$ cat config.mk
export PLATFORM = sky130hd
export DESIGN_NAME = dmem_arbiter
export DESIGN_NICKNAME = d
export VERILOG_FILES = /design/src/rtl/dmem_pkg.sv /design/src/rtl/dmem_lane_unit.sv /design/src/rtl/dmem_arbiter.sv
export SDC_FILE = /design/constraint.sdc
export NUM_CORES = 1
export LEC_CHECK = 0
export CORE_MARGIN = 3
export CORE_UTILIZATION = 45
export CTS_BUF_LIST = sky130_fd_sc_hd__clkbuf_16
export CTS_CLUSTER_DIAMETER = 40
export DETAILED_ROUTE_END_ITERATION = 12
export PLACE_DENSITY = 0.85
export SYNTH_ARGS = -nofsm -noshare
export SYNTH_HDL_FRONTEND = slang
export SYNTH_SLANG_ARGS = --single-unit
$ cat constraint.sdc
create_clock -name clk -period 4.87 [get_ports clk]
set_clock_uncertainty 0.1 [all_clocks]
set_input_delay 0.487 -clock clk [delete_from_list [all_inputs] [get_ports clk]]
set_output_delay 0.487 -clock clk [all_outputs]
set_load 0.02 [all_outputs]
$ cat src/rtl/dmem_pkg.sv
`default_nettype none
// ============================================================
// dmem_pkg - shared types for the data-memory arbiter
// Revision: 1.0
// ============================================================
package dmem_pkg;

  localparam logic [1:0] SZ_BYTE = 2'b00;
  localparam logic [1:0] SZ_HALF = 2'b01;
  localparam logic [1:0] SZ_WORD = 2'b10;

  typedef enum logic [1:0] {
    IDLE   = 2'd0,
    ACCESS = 2'd1,
    RMW_RD = 2'd2,
    RMW_WR = 2'd3
  } state_t;

  typedef logic req_id_t;

endpackage
`default_nettype wire

$ cat src/rtl/dmem_lane_unit.sv
`default_nettype none
// ============================================================
// dmem_lane_unit - sub-word store merge and load extraction
// Revision: 1.0
// ============================================================
module dmem_lane_unit
  import dmem_pkg::*;
(
  input  logic [31:0] i_old_word,
  input  logic [31:0] i_wdata,
  input  logic [31:0] i_rd_word,
  input  logic [1:0]  i_size,
  input  logic        i_sext,
  output logic [31:0] o_merged,
  output logic [31:0] o_loaded
);

  always_comb begin
    o_merged = i_wdata;
    case (i_size)
      SZ_BYTE:       o_merged = {i_old_word[31:8], i_wdata[7:0]};
      SZ_HALF:       o_merged = {i_old_word[31:16], i_wdata[15:0]};
      SZ_WORD, 2'b11: o_merged = i_wdata;
      default:       o_merged = i_wdata;
    endcase
  end

  always_comb begin
    o_loaded = i_rd_word;
    case (i_size)
      SZ_BYTE:       o_loaded = {{24{i_sext & i_rd_word[7]}}, i_rd_word[7:0]};
      SZ_HALF:       o_loaded = {{16{i_sext & i_rd_word[15]}}, i_rd_word[15:0]};
      SZ_WORD, 2'b11: o_loaded = i_rd_word;
      default:       o_loaded = i_rd_word;
    endcase
  end

endmodule
`default_nettype wire

$ cat src/rtl/dmem_arbiter.sv
`default_nettype none
// ============================================================
// dmem_arbiter - round-robin two-requester data-memory controller
// Revision: 1.0
// ============================================================
module dmem_arbiter
  import dmem_pkg::*;
#(
  parameter int ADDR_W = 32,
  parameter int DATA_W = 32
) (
  input  logic              clk,
  input  logic              rst,
  input  logic              m0_req,
  input  logic              m0_we,
  input  logic [1:0]        m0_size,
  input  logic              m0_sext,
  input  logic [ADDR_W-1:0] m0_addr,
  input  logic [DATA_W-1:0] m0_wdata,
  output logic              m0_gnt,
  output logic              m0_done,
  output logic [DATA_W-1:0] m0_rdata,
  input  logic              m1_req,
  input  logic              m1_we,
  input  logic [1:0]        m1_size,
  input  logic              m1_sext,
  input  logic [ADDR_W-1:0] m1_addr,
  input  logic [DATA_W-1:0] m1_wdata,
  output logic              m1_gnt,
  output logic              m1_done,
  output logic [DATA_W-1:0] m1_rdata,
  output logic [ADDR_W-1:0] mem_address,
  output logic [DATA_W-1:0] mem_write_data,
  output logic              mem_read,
  output logic              mem_write_enable,
  input  logic [DATA_W-1:0] mem_read_data
);

  state_t              r_state;
  req_id_t             r_last;
  req_id_t             r_id;
  logic                r_we;
  logic                r_sext;
  logic [1:0]          r_size;
  logic [ADDR_W-1:0]   r_addr;
  logic [DATA_W-1:0]   r_wdata;
  logic [DATA_W-1:0]   r_merge;
  logic                r_mem_read;
  logic                r_mem_we;
  logic [1:0]          r_done;
  logic [DATA_W-1:0]   r_rdata0;
  logic [DATA_W-1:0]   r_rdata1;

  req_id_t             w_win;
  logic                w_gnt;
  logic                w_sel_we;
  logic [1:0]          w_sel_size;
  logic                w_sel_sext;
  logic [ADDR_W-1:0]   w_sel_addr;
  logic [DATA_W-1:0]   w_sel_wdata;
  logic                w_sub;
  logic [DATA_W-1:0]   w_merged;
  logic [DATA_W-1:0]   w_loaded;

  // On a tie the requester that was not granted last wins.
  assign w_win = (m0_req && m1_req) ? ~r_last : m1_req;
  assign w_gnt = (r_state == IDLE) && (m0_req || m1_req) && !rst;

  always_comb begin
    w_sel_we    = m0_we;
    w_sel_size  = m0_size;
    w_sel_sext  = m0_sext;
    w_sel_addr  = m0_addr;
    w_sel_wdata = m0_wdata;
    if (w_win) begin
      w_sel_we    = m1_we;
      w_sel_size  = m1_size;
      w_sel_sext  = m1_sext;
      w_sel_addr  = m1_addr;
      w_sel_wdata = m1_wdata;
    end
  end

  assign w_sub = w_sel_we && ((w_sel_size == SZ_BYTE) || (w_sel_size == SZ_HALF));

  dmem_lane_unit u_lane (
    .i_old_word (r_merge),
    .i_wdata    (r_wdata),
    .i_rd_word  (mem_read_data),
    .i_size     (r_size),
    .i_sext     (r_sext),
    .o_merged   (w_merged),
    .o_loaded   (w_loaded)
  );

  always_ff @(posedge clk) begin
    if (rst) begin
      r_state    <= IDLE;
      r_last     <= 1'b1;
      r_id       <= 1'b0;
      r_we       <= 1'b0;
      r_sext     <= 1'b0;
      r_size     <= SZ_BYTE;
      r_addr     <= '0;
      r_wdata    <= '0;
      r_merge    <= '0;
      r_mem_read <= 1'b0;
      r_mem_we   <= 1'b0;
      r_done     <= 2'b00;
      r_rdata0   <= '0;
      r_rdata1   <= '0;
    end else begin
      r_done     <= 2'b00;
      r_mem_read <= 1'b0;
      r_mem_we   <= 1'b0;
      case (r_state)
        IDLE: begin
          if (w_gnt) begin
            r_last  <= w_win;
            r_id    <= w_win;
            r_we    <= w_sel_we;
            r_size  <= w_sel_size;
            r_sext  <= w_sel_sext;
            r_addr  <= w_sel_addr;
            r_wdata <= w_sel_wdata;
            if (w_sub) begin
              r_state    <= RMW_RD;
              r_mem_read <= 1'b1;
            end else begin
              r_state    <= ACCESS;
              r_mem_read <= !w_sel_we;
              r_mem_we   <= w_sel_we;
            end
          end
        end
        ACCESS: begin
          r_state      <= IDLE;
          r_done[r_id] <= 1'b1;
          if (!r_we) begin
            if (r_id) r_rdata1 <= w_loaded;
            else      r_rdata0 <= w_loaded;
          end
        end
        RMW_RD: begin
          r_state  <= RMW_WR;
          r_merge  <= mem_read_data;
          r_mem_we <= 1'b1;
        end
        RMW_WR: begin
          r_state      <= IDLE;
          r_done[r_id] <= 1'b1;
        end
        default: r_state <= IDLE;
      endcase
    end
  end

  assign m0_gnt           = w_gnt && !w_win;
  assign m1_gnt           = w_gnt && w_win;
  assign m0_done          = r_done[0];
  assign m1_done          = r_done[1];
  assign m0_rdata         = r_rdata0;
  assign m1_rdata         = r_rdata1;
  assign mem_address      = r_addr;
  assign mem_write_data   = (r_state == RMW_WR) ? w_merged : r_wdata;
  // Strobes are masked by rst so a reset cycle can never touch memory.
  assign mem_read         = r_mem_read && !rst;
  assign mem_write_enable = r_mem_we && !rst;

endmodule
`default_nettype wire

==> impl_results.md, run 1 <==
* Status: completed
* CP Capture Type: primary output
* Drt wl/cell at 19.2 um
* Drt pass-1 iters at 5
* Worst-margin pin slew at 1220 ps
* Gp weighted congestion at 0.888
* Initial antenna violation count at 0
* Post-route ant nets at 0
* First-pass GRT wire length at 36400 um
* Seq/Total Area, Yosys at 0.477
* Die Y at 130 um
* Initial Util at 0.466
* Setup CP Type: flip-flop to primary output
* CTS buffer count at 17
* IO Count at 306
* CTS Hold Bufs at 0
* CTS tree: built
* Ant. Diodes at 0
* Vias/cell at 5.63
* Final Util at 0.710
* Routed WL at 24500 um
* H-tree Lvls at 4
* Critical Path RT at 4280 ps
* Die Wd at 130 um
* All-Layer GR Usage at 0.279
* Area Growth Syn to Fin at 52.2%
* Post-CTS Resized at 0
* Flop-to-flop setup slack at 2370 ps
* Unique masters post-synth at 36
* Max Buffers Root-to-Sink at 2
* Vias in the first global route at 6832
* WP data arrival at 2900 ps
* Via count at 7179
* Post-CTS setup buffer count at 0
* Clk_lat worst skew at 410 ps
* FF/Latch Area at 3280 um^2
* Largest net degree at the start of global routing at 107
* Reg clk slew, reported paths at 60 ps
* Leak at 3.71 nW
* Final Cell Area at 10500 um^2
* Detailed Place HPWL at 16900 um
* Cells after Synth at 834
* Drt initial violations at 596
* RSZ-0062 raised after global routing: false
* Hold Startpoint: m1_rdata[1]
* PwrDens at 380 nW/um^2
* Drt drc at 0
* # fillers at 1139
* Slew Viols, Final at 0
* Footprint of the multi-input gates at 3210 um^2
* Synth warn at 0
* Die area at 16800 um^2
* CTS Sinks at 164
* Peak supply drop at 0.278 mV
* PortBufs at 305
* Post-Syn Area at 6880 um^2
* Endpoint, Worst Hold: m1_rdata[1]
* Setup ws final at 1380 ps
* Post-Syn Nets at 1006
* Syn avg cell area at 8.25 um^2
* Yosys reg bits at 164
* Critical-path maximum fanout at 21
* Placed inst area at 9860 um^2
* Worst Setup Start Kind: flip-flop
* Final setup violating endpoints at 0
* Worst hold path type: flip-flop to flip-flop
* Relative slew slack at 0.185
* Fraction of layout cells with a size suffix above 1 at 0.0678
* Max Cap Viol at 0
* Layout net count at 1252
* Root buf cell: clkbuf_16
* FF-to-FF End: r_wdata[30]
* Final Hold Fails at 0
* Setup TNS at 0 ps
* # rows at 44
* Grt total ovfl at 0
* DP Worst Slack at 1850 ps
* Final period utilization at 0.716
* Worst reg2reg path depth at 4
* Worst R2R Start: r_state[1]
* Final Critical Period at 3490 ps
* Core ar. at 14800 um^2
* Worst Hold Depth at 2
* Power Total at 3.98 mW
* Max Clk Rate at 287 MHz
[layout make-up]
| type | instances | share of cell area |
|---|---|---|
| flip-flops and latches | 164 | 0.314 |
| multi-input cells | 581 | 0.307 |
| repair buffers | 315 | 0.299 |
| clock buffers | 17 | 0.0406 |
| well taps | 184 | 0.0220 |
| clock inverters | 14 | 0.0179 |
| inverters | 1 | 0.000359 |
[Yosys cell counts (all sizes together)]
cell type	count	area [um^2]
nand2	237	890
dfxtp	164	3280
a21oi	119	607
a311oi	68	596
nor2	54	208
a211oi	48	360
buf	46	256
clkbuf	42	158
mux2	25	282
nor2b	6	37.5
o21ai	3	15.0
a22o	2	17.5
mux2i	2	20.0
nor3	2	15.0
or2	2	12.5
a21bo	1	10.0
a21boi	1	7.51
and4bb	1	12.5
inv	1	3.75
nand2b	1	6.26
nand3	1	5.00
nand3b	1	7.51
nand4bb	1	11.3
nor3b	1	7.51
nor4b	1	15.0
nor4bb	1	10.0
o21ba	1	10.0
o21bai	1	7.51
or4b	1	10.0
[per-layer routing]
| layer | GRT usage | vias up | part of all wire |
|---|---|---|---|
| li1 | - | 3419 | - |
| met1 | 0.325 | 3328 | 0.38 |
| met2 | 0.480 | 388 | 0.49 |
| met3 | 0.0841 | 44 | 0.093 |
| met4 | 0.109 | 0 | 0.032 |
| met5 | 0 | - | 0 |
[power by group]
group / switching, mW / total, mW / internal, mW
Combinational: 0.535 / 1.01 / 0.471
Sequential: 0.0932 / 1.57 / 1.47
Clock: 0.550 / 1.40 / 0.854
Total: 1.18 / 3.98 / 2.80
[worst max-delay path by stage]
stage,startpoint,endpoint,depth (start not counted)
after global placement,r_size[1],mem_write_data[8],4
after detailed placement,r_size[1],mem_write_data[23],3
after floorplan,r_size[1],mem_write_data[10],4
after CTS,r_size[1],mem_write_data[23],3
final,r_size[1],mem_write_data[23],3
after global routing,r_size[1],mem_write_data[23],3
[cells by family (layout without fill, tap and decap cells)]
logic type	Yosys count	in the layout	synth area share
AOI/OAI and AO/OA	244	244	0.237
buffers and inverters	89	347	0.0607
DFF	164	164	0.477
muxes	27	27	0.0438
and+or+nand+nor	310	310	0.181
[cell usage in the layout, fill, tap and decap left out, drive strengths merged, types with 2 or more instances in the layout]
cell type      count
a21oi            119
a311oi            68
clkdlybuf4s50    304
or2                2
a211oi            48
nor2              54
mux2              25
mux2i              2
nor3               2
clkbuf            17
inv                3
o21ai              3
bufinv             4
clkinvlp           2
a22o               2
nand2            237
dfxtp            164
nor2b              6
clkinv             6
buf               11
[metrics by stage]
step                hold WS, ps  std cells
global placement            342       1245
detailed placement          346       1245
finish                      356       1276
global route                374       1276
CTS                         356       1276
floorplan                   333        834
[worst max-delay path, cell delays in order, from the launching register on]
cell             delay (ps)
dfxtp_1                 760
or2_1                   740
mux2_2                  420
clkdlybuf4s50_1         550
[registers in the layout, summed over array words and instances, names as in the netlist]
signal       flops
m0_rdata        32
m1_rdata        32
mem_address     32
r_wdata         32
r_merge         24
r_done           2
r_size           2
r_state          2
r_id             1
r_last           1
r_mem_read       1
r_mem_we         1
r_sext           1
r_we             1
(Power assumes the default switching activity.)
==> run 2: changes to the inputs <==
--- a/config.mk
+++ b/config.mk
@@ -6,11 +6,11 @@
 export NUM_CORES = 1
 export LEC_CHECK = 0
 export CORE_MARGIN = 3
-export CORE_UTILIZATION = 45
+export CORE_UTILIZATION = 38
 export CTS_BUF_LIST = sky130_fd_sc_hd__clkbuf_16
 export CTS_CLUSTER_DIAMETER = 40
 export DETAILED_ROUTE_END_ITERATION = 12
-export PLACE_DENSITY = 0.85
+export PLACE_DENSITY = 0.77
 export SYNTH_ARGS = -nofsm -noshare
 export SYNTH_HDL_FRONTEND = slang
 export SYNTH_SLANG_ARGS = --single-unit
==> constraint.sdc (replaced) <==
create_clock -name clk -period 2.82 [get_ports clk]
set_clock_uncertainty 0.1 [all_clocks]
set_input_delay 0.282 -clock clk [delete_from_list [all_inputs] [get_ports clk]]
set_output_delay 0.282 -clock clk [all_outputs]
set_load 0.02 [all_outputs]
==> impl_results.md, run 2 (synthesis results as in run 1) <==
* Status: completed (unchanged)
* Cell count after placement at 1293 (was 1245)
* Max Clk Rate at 365 MHz
* Vias in the first global route at 6835 (was 6832)
* Final Cell Area at 10600 um^2 (was 10500 um^2)
* Die Y at 141 um (was 130 um)
* WHS at 186 ps (was 356 ps)
* Drt initial violations at 316 (was 596)
* # fillers at 1583 (was 1139)
* Ant. Diodes at 0 (unchanged)
* Worst hold path type: primary input to flip-flop (was flip-flop to flip-flop)
* CTS Sinks at 164 (unchanged)
* Drt drc at 0 (unchanged)
* Die Wd at 141 um (was 130 um)
* PortBufs at 305 (unchanged)
* Worst Setup Start Kind: flip-flop (unchanged)
* FF/Latch Area at 3280 um^2 (unchanged)
* Die area at 19800 um^2 (was 16800 um^2)
* Grt total ovfl at 0 (unchanged)
* # rows at 48 (was 44)
* Relative slew slack at 0.334 (was 0.185)
* Worst-margin pin slew at 999 ps (was 1220 ps)
* Fraction of layout cells with a size suffix above 1 at 0.0808 (was 0.0678)
* Via count at 7026 (was 7179)
* Initial antenna violation count at 1 (was 0)
* H-tree Lvls at 4 (unchanged)
* Vias/cell at 5.30 (was 5.63)
* Max Buffers Root-to-Sink at 2 (unchanged)
* Critical-path maximum fanout at 9 (was 21)
* Final setup violating endpoints at 0 (unchanged)
* CP Capture Type: primary output (unchanged)
* Area Growth Syn to Fin at 54.2% (was 52.2%)
* Drt wl/cell at 18.7 um (was 19.2 um)
* Gp weighted congestion at 0.838 (was 0.888)
* Setup TNS at 0 ps (unchanged)
* Setup CP Type: flip-flop to primary output (unchanged)
* Non-Filler Instances at 1326 (was 1276)
* Drt pass-1 iters at 4 (was 5)
* CTS Hold Bufs at 0 (unchanged)
* Routed WL at 24800 um (was 24500 um)
* Post-route ant nets at 0 (unchanged)
* Largest net degree at the start of global routing at 71 (was 107)
* All-Layer GR Usage at 0.241 (was 0.279)
* Detailed Place HPWL at 17400 um (was 16900 um)
* Power Total at 6.81 mW (was 3.98 mW)
* IO Count at 306 (unchanged)
* Leak at 3.81 nW (was 3.71 nW)
* PwrDens at 642 nW/um^2 (was 380 nW/um^2)
* Slew Viols, Final at 0 (unchanged)
* CTS tree: built (unchanged)
* Root buf cell: clkbuf_16 (unchanged)
* Placed inst area at 9970 um^2 (was 9860 um^2)
* CTS buffer count at 17 (unchanged)
* Final Critical Period at 2740 ps
* Final period utilization at 0.971
* Max Cap Viol at 0 (unchanged)
* Commonest cells after routing, fill and taps aside: clkdlybuf4s50_1, nand2_1, dfxtp_1, a21oi_1, a311oi_1 (unchanged)
* Clk_lat worst skew at 420 ps (was 410 ps)
* Reg clk slew, reported paths at 70 ps (was 60 ps)
* Critical Path RT at 2440 ps (was 4280 ps)
* Layout net count at 1260 (was 1252)
* Initial Util at 0.392 (was 0.466)
* Final Hold Fails at 0 (unchanged)
* RSZ-0062 raised after global routing: true (was false)
* Peak supply drop at 0.424 mV (was 0.278 mV)
* First-pass GRT wire length at 37800 um (was 36400 um)
* Core ar. at 17500 um^2 (was 14800 um^2)
* Commonest non-fill, non-tap cell in the layout: clkdlybuf4s50_1 (unchanged)
* Footprint of the multi-input gates at 3220 um^2 (was 3210 um^2)
* WP data arrival at 2360 ps (was 2900 ps)
-- run 2: final cells by class --
class	count	share of cell area
Clock inverter	15	0.0178
Clock buffer	17	0.0401
Tap cell	225	0.0265
Timing Repair Buffer	323	0.302
Sequential cell	164	0.309
Inverter	1	0.000354
Multi-Input combinational cell	581	0.304
-- run 2: final timing paths --
check / start / end / slack (ps) / cells past startpoint
worst max-delay path: r_size[1] / mem_write_data[13] / 80 / 4
worst min-delay path: rst / r_mem_read / 190 / 4
worst max register to register: r_state[1] / r_wdata[2] / 620 / 4
worst min register to register: m1_rdata[2] / m1_rdata[2] / 360 / 2
-- run 2: per-layer routing --
layer,vias to the layer above,part of all wire,GRT usage
met5,-,0.00053,0
met4,2,0.031,0.0974
met3,51,0.074,0.0666
met2,297,0.47,0.387
met1,3234,0.42,0.308
li1,3442,-,-
-- run 2: repair_timing --
action / 4_1_cts / 5_1_grt
setup endpoints to repair: 24 / 24
hold endpoints to repair: 0 / 0
cloned: 0 / 0
setup buffers: 0 / 1
gates resized for setup: 0 / 5
-- run 2: through the flow --
stage,setup WS (ps),utilization
2_1_floorplan,982,-
3_3_place_gp,218,0.569
3_5_place_dp,162,0.569
4_1_cts,-92.0,0.604
5_1_grt,-4.04,0.605
6_report,82.5,0.605
-- run 2: worst max-delay path: stages (launching register included) --
cell and delay, ps:
dfxtp_1 350, or2_2 420, nor2_4 250, mux2_2 370, clkdlybuf4s50_1 550
-- run 2: where the power goes --
part | switching [mW] | total, mW | internal (mW) | leakage (nW)
Clock | 1.14 | 2.35 | 1.21 | 0.298
Combinational | 0.941 | 1.76 | 0.824 | 2.17
Sequential | 0.151 | 2.69 | 2.54 | 1.34
